File: src/rtl/alu_regfile_wb.sv
// Register file + one-entry pending writeback stage for the 16-bit ALU.
// Optional macro ALU_REGFILE_BYPASS_EN forwards the pending entry to the read ports.
module alu_regfile_wb #(
   parameter int unsigned WIDTH = 16,
   parameter int unsigned NREGS = 8,
   parameter int unsigned AW    = 3
) (
   input  logic             clk,
   input  logic             rst_n,
   input  logic [AW-1:0]    ra_addr,
   input  logic [AW-1:0]    rb_addr,
   output logic [WIDTH-1:0] a_data,
   output logic [WIDTH-1:0] b_data,
   input  logic             wb_valid,
   input  logic [AW-1:0]    wb_addr,
   input  logic [WIDTH-1:0] wb_data,
   input  logic             wb_flags_en,
   input  logic             wb_zero,
   input  logic             wb_sign,
   output logic             zero_flag,
   output logic             sign_flag,
   output logic             raw_hazard
);

   logic [WIDTH-1:0] regs [NREGS];

   logic             pend_valid;
   logic [AW-1:0]    pend_addr;
   logic [WIDTH-1:0] pend_data;
   logic             pend_flags_en;
   logic             pend_zero;
   logic             pend_sign;

   // Capture the new result and commit the previous one on the same edge.
   always_ff @(posedge clk or negedge rst_n) begin
      if (!rst_n) begin
         for (int i = 0; i < NREGS; i++) begin
            regs[i] <= '0;
         end
         pend_valid    <= 1'b0;
         pend_addr     <= '0;
         pend_data     <= '0;
         pend_flags_en <= 1'b0;
         pend_zero     <= 1'b0;
         pend_sign     <= 1'b0;
         zero_flag     <= 1'b0;
         sign_flag     <= 1'b0;
      end else begin
         pend_valid    <= wb_valid;
         pend_addr     <= wb_addr;
         pend_data     <= wb_data;
         pend_flags_en <= wb_flags_en;
         pend_zero     <= wb_zero;
         pend_sign     <= wb_sign;
         if (pend_valid && pend_addr != '0) begin
            regs[pend_addr] <= pend_data;
         end
         // r0 still updates flags, so it serves as a compare-only destination.
         if (pend_valid && pend_flags_en) begin
            zero_flag <= pend_zero;
            sign_flag <= pend_sign;
         end
      end
   end

   logic pend_live;
   assign pend_live = pend_valid && (pend_addr != '0);

   always_comb begin
      a_data = (ra_addr == '0) ? '0 : regs[ra_addr];
      b_data = (rb_addr == '0) ? '0 : regs[rb_addr];
`ifdef ALU_REGFILE_BYPASS_EN
      if (pend_live && pend_addr == ra_addr) begin
         a_data = pend_data;
      end
      if (pend_live && pend_addr == rb_addr) begin
         b_data = pend_data;
      end
      raw_hazard = 1'b0;
`else
      raw_hazard = pend_live && ((pend_addr == ra_addr) || (pend_addr == rb_addr));
`endif
   end

endmodule

File: config.mk
export PLATFORM = sky130hd
export DESIGN_NAME = alu_regfile_wb
export DESIGN_NICKNAME = d
export VERILOG_FILES = /design/src/rtl/alu_regfile_wb.sv
export SDC_FILE = /design/constraint.sdc
export NUM_CORES = 1
export LEC_CHECK = 0
export ABC_CLOCK_PERIOD_IN_PS = 3300
export CORE_ASPECT_RATIO = 0.8
export CORE_MARGIN = 1.5
export CORE_UTILIZATION = 30
export DETAILED_ROUTE_END_ITERATION = 16
export PLACE_DENSITY = 0.57
export SKIP_LAST_GASP = 1
export SYNTH_ARGS = -nofsm -noshare
export SYNTH_HDL_FRONTEND = slang
export SYNTH_SLANG_ARGS = --single-unit
File: constraint.sdc
create_clock -name clk -period 3.3 [get_ports clk]
set_input_delay 0.66 -clock clk [delete_from_list [all_inputs] [get_ports clk]]
set_output_delay 0.66 -clock clk [all_outputs]
set_load 0.005 [all_outputs]
# Word-level counts from Yosys, hierarchy flattened
# Index checks and enable logic that the tools add are counted.
# W data, S select, Z words.
[op_classes]
n_reduce_logical = 8
mux = 11
bitwise_logic = 3
n_lt_le_gt_ge = 4
n_eq_ne = 2
[op_table]
columns = ["cell", "count"]
rows = [
  ["$bwmux W128", 1],
  ["$mux W16", 7],
  ["$bmux W16 S3", 2],
  ["$demux W16 S3", 1],
  ["$ge A4 B4 Y1 const B", 3],
  ["$not A3 Y4", 3],
  ["$eq A3 B3 Y1", 2],
  ["$logic_not A3 Y1", 2],
  ["$logic_and A1 B1 Y1", 4],
  ["$lt A4 B1 Y1 const B", 1],
  ["$reduce_bool A3 Y1", 1],
  ["$logic_or A1 B1 Y1", 1],
]
[totals]
ff_bits = 153
in_bits = 31
out_inout_bits = 35
wordCells = 44

# Depth between registers and ports, before layout
# Gate-level depths: netlist (run 1).
[logic_depth]
ltp_word = 6
depth_mapped = 5
depth_no_buf = 3

# Least setup slack after synthesis (run 1)
# OpenSTA, ideal clock, no wires.
[synth_timing]
kind = "input port to output port"
startpoint = "input port rb_addr[1]"
endpoint = "output port b_data[0]"
path_slack_ns = 1.040
cell_stages = 5
required_time_ns = 2.640
n_path_buf = 2
arrival_ns = 1.600
cell_sequence = "buf_4 > buf_4 > mux2_2 > a22oi_1 > o21ai_0"
[synth_between]
elab_chain_cells = 5
word_cells_on_any_way = 6
[synth_lines]
columns = ["item", "line", "rtl"]
rows = [
  ["start, declared", "11", "input logic [AW-1:0] rb_addr,"],
  ["$not A3 Y4 (implied by the code)", "71", "b_data = (rb_addr == '0) ? '0 : regs[rb_addr];"],
  ["$bmux W16 S3", "71", ""],
  ["$mux W16 (implied by the code) (2 in series)", "71", ""],
  ["$mux W16 (*)", "71", ""],
  ["end, declared", "13", "output logic [WIDTH-1:0] b_data,"],
]
# Mark *: on every way between the ends. The rest lies on a longest branch, timed or not. The select of a mux whose other input is x is not followed.

# Final worst setup path (run 1)
[layout_timing]
startpoint = "input port rb_addr[2]"
endpoint = "output port b_data[6]"
# Same word-level chain as after synthesis.

==> results of run 1 <==
[report_power, final]
group / internal [uW] / switching, uW
combinational: 735 / 425
sequential: 2000 / 273
clock: 1090 / 702
[cells by family after synthesis]
kind of cell,synth area share
AOI/OAI and AO/OA,0.0782
muxes,0.340
and+or+nand+nor,0.0464
xor gates and xnor gates,0.00503
DFF,0.492
buffers and inverters,0.0385
[synthesized netlist by cell type, drive strengths merged]
library cell	count	area share
nand2b	6	0.0054
a22oi	12	0.013
o21ai	12	0.0086
xor2	2	0.0025
and4bb	2	0.0036
dfrtp	137	0.49
mux2	126	0.21
xnor2	2	0.0025
nand2	36	0.019
o221ai	20	0.025
nand4b	3	0.010
nand4	1	0.0018
mux2i	60	0.086
o22ai	1	0.00090
nor2b	2	0.0018
nor3	1	0.0023
o22a	20	0.025
o21ba	2	0.0029
clkbuf	9	0.0063
mux4	12	0.039
or2	2	0.0018
buf	31	0.032
o2111ai	2	0.0025
[per-stage QoR]
stage                     utilization  instances  setup slack (ps)  hold slack (ps)
final                           0.382        893              43.7              241
after global routing            0.382        893             -37.1              263
after CTS                       0.382        893              11.3              256
after detailed placement        0.358        861              31.8              476
after global placement          0.358        861             -7.66              469
after floorplan                     -        501              1040              364
[how the worst max path moves through the flow]
stage,depth (start not counted),to,slack [ps]
after CTS,5,b_data[14],10
final,7,b_data[6],40
after floorplan,5,b_data[0],1040
after global routing,5,b_data[11],-40
after detailed placement,5,b_data[14],30
after global placement,5,b_data[14],-8
[flip-flops by register name, indices dropped and copies added, names as in the netlist]
signal	count
pend_zero	1
pend_sign	1
zero_flag	1
pend_addr	3
pend_flags_en	1
regs	112
pend_valid	1
sign_flag	1
pend_data	16
[cells in the final DEF, fill, tap and decap left out, types with 2 or more instances in the layout]
| cell | instances |
|---|---|
| sky130_fd_sc_hd__clkdlybuf4s50_1 | 62 |
| sky130_fd_sc_hd__nand4b_4 | 3 |
| sky130_fd_sc_hd__clkbuf_16 | 17 |
| sky130_fd_sc_hd__mux2i_1 | 60 |
| sky130_fd_sc_hd__clkinvlp_4 | 2 |
| sky130_fd_sc_hd__a22oi_1 | 12 |
| sky130_fd_sc_hd__o2111ai_1 | 2 |
| sky130_fd_sc_hd__mux4_2 | 12 |
| sky130_fd_sc_hd__buf_4 | 17 |
| sky130_fd_sc_hd__or2_2 | 2 |
| sky130_fd_sc_hd__o221ai_1 | 20 |
| sky130_fd_sc_hd__and4bb_1 | 2 |
| sky130_fd_sc_hd__xor2_1 | 2 |
| sky130_fd_sc_hd__xnor2_1 | 2 |
| sky130_fd_sc_hd__nand2_1 | 36 |
| sky130_fd_sc_hd__o21ai_0 | 12 |
| sky130_fd_sc_hd__o21ba_2 | 2 |
| sky130_fd_sc_hd__clkbuf_8 | 3 |
| sky130_fd_sc_hd__clkinv_2 | 5 |
| sky130_fd_sc_hd__dfrtp_1 | 137 |
| sky130_fd_sc_hd__clkbuf_1 | 4 |
| sky130_fd_sc_hd__mux2_2 | 106 |
| sky130_fd_sc_hd__nand2b_1 | 6 |
| sky130_fd_sc_hd__mux2_4 | 20 |
| sky130_fd_sc_hd__buf_2 | 2 |
| sky130_fd_sc_hd__o22a_1 | 20 |
| sky130_fd_sc_hd__buf_12 | 12 |
[layer usage]
layer,up-vias,share of wire,GRT usage,wire [microns]
met5,-,0,0,0
met4,0,0.016,0.0531,289
met3,23,0.041,0.0402,740
met2,106,0.48,0.254,8760
met1,2313,0.46,0.205,8290
li1,2030,-,-,-
[cell type report]
cell class                      count  share of cell area
Clock buffer                       24              0.0557
Clock inverter                      8             0.00811
Multi-Input combinational cell    324               0.378
Sequential cell                   137               0.397
Tap cell                          306              0.0443
Timing Repair Buffer               94               0.117
[worst max-delay path, stage by stage]
cell and delay, ps:
sky130_fd_sc_hd__clkdlybuf4s50_1 570, sky130_fd_sc_hd__buf_4 230, sky130_fd_sc_hd__mux4_2 320, sky130_fd_sc_hd__nand2_1 70, sky130_fd_sc_hd__o21ai_0 130, sky130_fd_sc_hd__buf_4 170, sky130_fd_sc_hd__clkdlybuf4s50_1 430
[repair_timing]
| item | in CTS | in global routing |
|---|---|---|
| gates resized for setup | 0 | 1 |
| setup buffers | 0 | 0 |
| setup endpoints to repair | 0 | 3 |
| hold endpoints to repair | 0 | 0 |
==> results.yml, run 1 <==
drt:
  vias_per_cell: 5.01
  routed_wire_length_per_instance_microns: 20.2
  firstDrtPassIters: 4
  post-route-drc-count: 0
  dr_total_vias: 4472
  drt_wl_total_microns: 18100
  route.antenna.remaining_nets: 0
  drt_first_iter_violations: 269
setup_path:
  r2r_setup_slack_ps: 1070
  timing_worst_setup_path_type: "in2out"
  cp_data_arrival_time_ps: 2600
  element_type_at_the_critical_path_end: "output port"
  reg2regPathDepth: 3
  crit_fanout: 9
  cp.required_ps: 2640
  r2r_start: "pend_addr[0]"
  critPathLaunchType: "primary input"
  setup.worst_path.start: "rb_addr[2]"
  crit-reg2reg-capture: "regs[95]"
sta:
  timing.slew.headroom: 0.476
  final_critical_path_time_including_i_o_delays_and_setup_ps: 3260
  layout_worst_path_cycle_share: 0.987
  setup_viol_count_final: 0
  drv_slew: 0
  rsz0062_at_grt: "true"
  timing_worst_slew_pin_value_ps: 786
  timing.clock.skew_ps: 5.07
  timing.final.hold_violations: 0
  setup_total_negative_slack_ps: 0
  maxClockFrequency_mhz: 307
die:
  chipWidth_microns: 173
  start_util: 0.308
  core.rowCount: 49
  io_pins: 66
  core_sq_um: 22600
  chipHeight_microns: 139
  die_area_sq_um: 24100
global_route:
  grt_pass1_vias: 4844
  maximum_number_of_pins_on_one_net_before_global_route_repair: 65
  total_routing_usage_gr: 0.157
  grt-ovfl-total: 0
  first_pass_grt_wire_length_microns: 28600
  antenna_found_initial: 0
cts:
  clkSinkCount: 137
  tritoncts: "built"
  numCtsBuffers: 17
  clkLatencyLatePin_ps: 420
  cts_hold_buf: 0
  clock_path_buffers: 2
  cts-htree-levels: 4
  clk_pin_slew_ps: 50
  cts.root.buffer_cell: "sky130_fd_sc_hd__clkbuf_16"
logic_synthesis:
  gate_count_of_the_mapped_netlist: 501
  synth_cell_type_count: 29
  cell_area_after_technology_mapping_sq_um: 6960
  postSynthRegisterBits: 137
  mappedNetlistNets: 532
  yosys_warnings: 0
  synth_seq_area_share: 0.492
  post_synth.cell_area_avg_sq_um: 13.9
power:
  power_density_nw_per_um2: 605
  ir_worst_vdd_mv: 0.362
  total_leakage_power_uw: 0.00367
  totalPowerFinal_uw: 5230
finish:
  drive_above_1_share: 0.354
  final_design_area_no_fill_sq_um: 8640
  synthToLayoutAreaGrowth_pct: 24.1
  nNetsFinal: 605
  layout.filler_cells: 2146
  multi_input_area_sq_um: 3270
  register_area_sq_um: 3430
  n_antenna_cell: 0
worst_hold_path:
  hold_path_class: "in2async"
placement:
  placement.io_buffers: 65
  dpl_cell_area_sq_um: 8090
  finalWeightedCongestion: 0.782
  post-dp-hpwl_microns: 11600
status:
  run_status: "completed"
flow_run:
  timing.max_cap.violations: 0
(Power assumes the default switching activity.)
==> run 2: changes to the inputs <==
CELL_PAD_IN_SITES_DETAIL_PLACEMENT = 0   (was default)
CELL_PAD_IN_SITES_GLOBAL_PLACEMENT = 1   (was default)
PLACE_DENSITY = 0.65   (was 0.57)
SKIP_CTS_REPAIR_TIMING = 1   (was default)
TNS_END_PERCENT = 100   (was default)
==> results.yml, run 2 (same netlist as run 1, synthesis figures left out) <==
placement:
  detailedPlace.worstSlack_ps: 74.6
  post-dp-hpwl_microns: 12100
  finalWeightedCongestion: 0.771
  placement.io_buffers: 65
  dpl_cell_area_sq_um: 8030
global_route:
  total_routing_usage_gr: 0.163
  antenna_found_initial: 0
  grt_pass1_vias: 4888
  maximum_number_of_pins_on_one_net_before_global_route_repair: 75
  grt-ovfl-total: 0
  first_pass_grt_wire_length_microns: 29700
cts:
  numCtsBuffers: 17
  tritoncts: "built"
  clock_path_buffers: 2
  clkLatencyLatePin_ps: 430
  clkSinkCount: 137
  cts.root.buffer_cell: "sky130_fd_sc_hd__clkbuf_16"
  clk_pin_slew_ps: 50
  cts-htree-levels: 4
sta:
  setup_viol_count_final: 0
  timing.final.hold_violations: 0
  timing.hold.ws_ps: 222
  timing.slew.headroom: 0.581
  rsz0062_at_grt: "true"
  final_critical_path_time_including_i_o_delays_and_setup_ps: 3260
  timing_worst_slew_pin_value_ps: 629
  drv_slew: 0
  maxClockFrequency_mhz: 306
  setup_ws_ps: 35.8
  layout_worst_path_cycle_share: 0.989
  timing.clock.skew_ps: 9.41
finish:
  multi_input_area_sq_um: 3270
  n_antenna_cell: 0
  synthToLayoutAreaGrowth_pct: 23.9
  top_register: "regs"
  largest_registers: "regs (112), pend_data (16), pend_addr (3)"
  nNetsFinal: 607
  layout.filler_cells: 2108
  mostFrequentLayoutCell: "sky130_fd_sc_hd__dfrtp_1"
  utilization: 0.381
  register_area_sq_um: 3430
  largest_reg_flops: 112
  most-common-layout-cells: "sky130_fd_sc_hd__dfrtp_1, sky130_fd_sc_hd__mux2_2, sky130_fd_sc_hd__clkdlybuf4s50_1, sky130_fd_sc_hd__mux2i_1, sky130_fd_sc_hd__nand2_1"
  final_design_area_no_fill_sq_um: 8630
  drive_above_1_share: 0.357
power:
  internal_power_uw: 3940
  p_clk_frac: 0.358
  combinationalPowerShare: 0.217
  p_seq_frac: 0.424
  total_leakage_power_uw: 0.00368
  ir_worst_vdd_mv: 0.389
  sw_frac_of_total: 0.266
  power_density_nw_per_um2: 622
  power_switching_uw: 1430
setup_path:
  timing_worst_setup_path_type: "in2out"
  cpMostUsedCell: "sky130_fd_sc_hd__clkdlybuf4s50_1"
  r2r_start: "pend_addr[0]"
  crit_fanout: 9
  cp.required_ps: 2640
  setup.worst_path.start: "rb_addr[2]"
  critPathLaunchType: "primary input"
  critPathMaxStageDelay_ps: 590
  critPathSlowestCell: "sky130_fd_sc_hd__clkdlybuf4s50_1"
  path_cells: "clkdlybuf4s50_1 -> buf_4 -> or2_2 -> o221ai_1 -> clkdlybuf4s50_1"
  element_type_at_the_critical_path_end: "output port"
  cp_data_arrival_time_ps: 2600
die:
  io_pins: 66
  core.rowCount: 49
  start_util: 0.308
  die_area_sq_um: 24100
  chipWidth_microns: 173
  chipHeight_microns: 139
  core_sq_um: 22600
worst_hold_path:
  hold_path_class: "in2async"
drt:
  vias_per_cell: 5.15
  dr_total_vias: 4601
  drt_first_iter_violations: 254
  drt_wl_total_microns: 18900
  route.antenna.remaining_nets: 0
  firstDrtPassIters: 5
  post-route-drc-count: 0
  routed_wire_length_per_instance_microns: 21.2
status:
  run_status: "completed"
flow_run:
  timing.max_cap.violations: 0
## run 2: changes by cell type in the layout (fill, tap and decap cells not counted), moves of 2 or more
cell | before | now
sky130_fd_sc_hd__buf_12 | 12 | 6
sky130_fd_sc_hd__buf_4 | 17 | 24
sky130_fd_sc_hd__clkbuf_1 | 4 | 2
sky130_fd_sc_hd__clkbuf_8 | 3 | 5
sky130_fd_sc_hd__clkinv_2 | 5 | 3
## run 2: worst paths after layout
check	end	slack, ps	cells after the start
worst max-delay path	b_data[10]	40	5
worst min-delay path	pend_sign	220	1
worst max register to register	regs[95]	1490	3
worst min register to register	sign_flag	480	1
max in group asynchronous	regs[95]	2200	2
min in group clk	sign_flag	480	1
## run 2: per-layer routing
metal | part of all wire | vias up | wire length (microns) | global-route usage
li1 | - | 2046 | - | -
met1 | 0.49 | 2428 | 9260 | 0.232
met2 | 0.46 | 116 | 8700 | 0.250
met3 | 0.042 | 11 | 802 | 0.0344
met4 | 0.0081 | 0 | 154 | 0.0435
met5 | 0 | - | 0 | 0
## run 2: critical path, delay by kind of cell
family,cells,cell delay [ps]
simple gates,1,390
compound gates,1,330
buf+inv,3,1220
## run 2: final cells by class
class / count / share of cell area
clock inverter: 7 / 0.0104
sequential: 137 / 0.397
timing repair buffer: 96 / 0.111
multi-input combinational: 324 / 0.379
tap: 306 / 0.0444
clock buffer: 24 / 0.0581
## run 2: power by group through the flow
stage	sequential (uW)	clock (uW)	combinational, uW
floorplan	2200	0	757
global placement	2270	0	1150
detailed placement	2300	0	1170
CTS	2270	1970	1180
global route	2320	2050	1270
finish	2280	1920	1170
## run 2: metrics by stage
stage	total power (uW)	instances	TNS, ps
final	5370	894	0
after global routing	5630	894	-1.35
after CTS	5430	894	0
after detailed placement	3470	863	0
after global placement	3420	863	0
after floorplan	2960	501	0
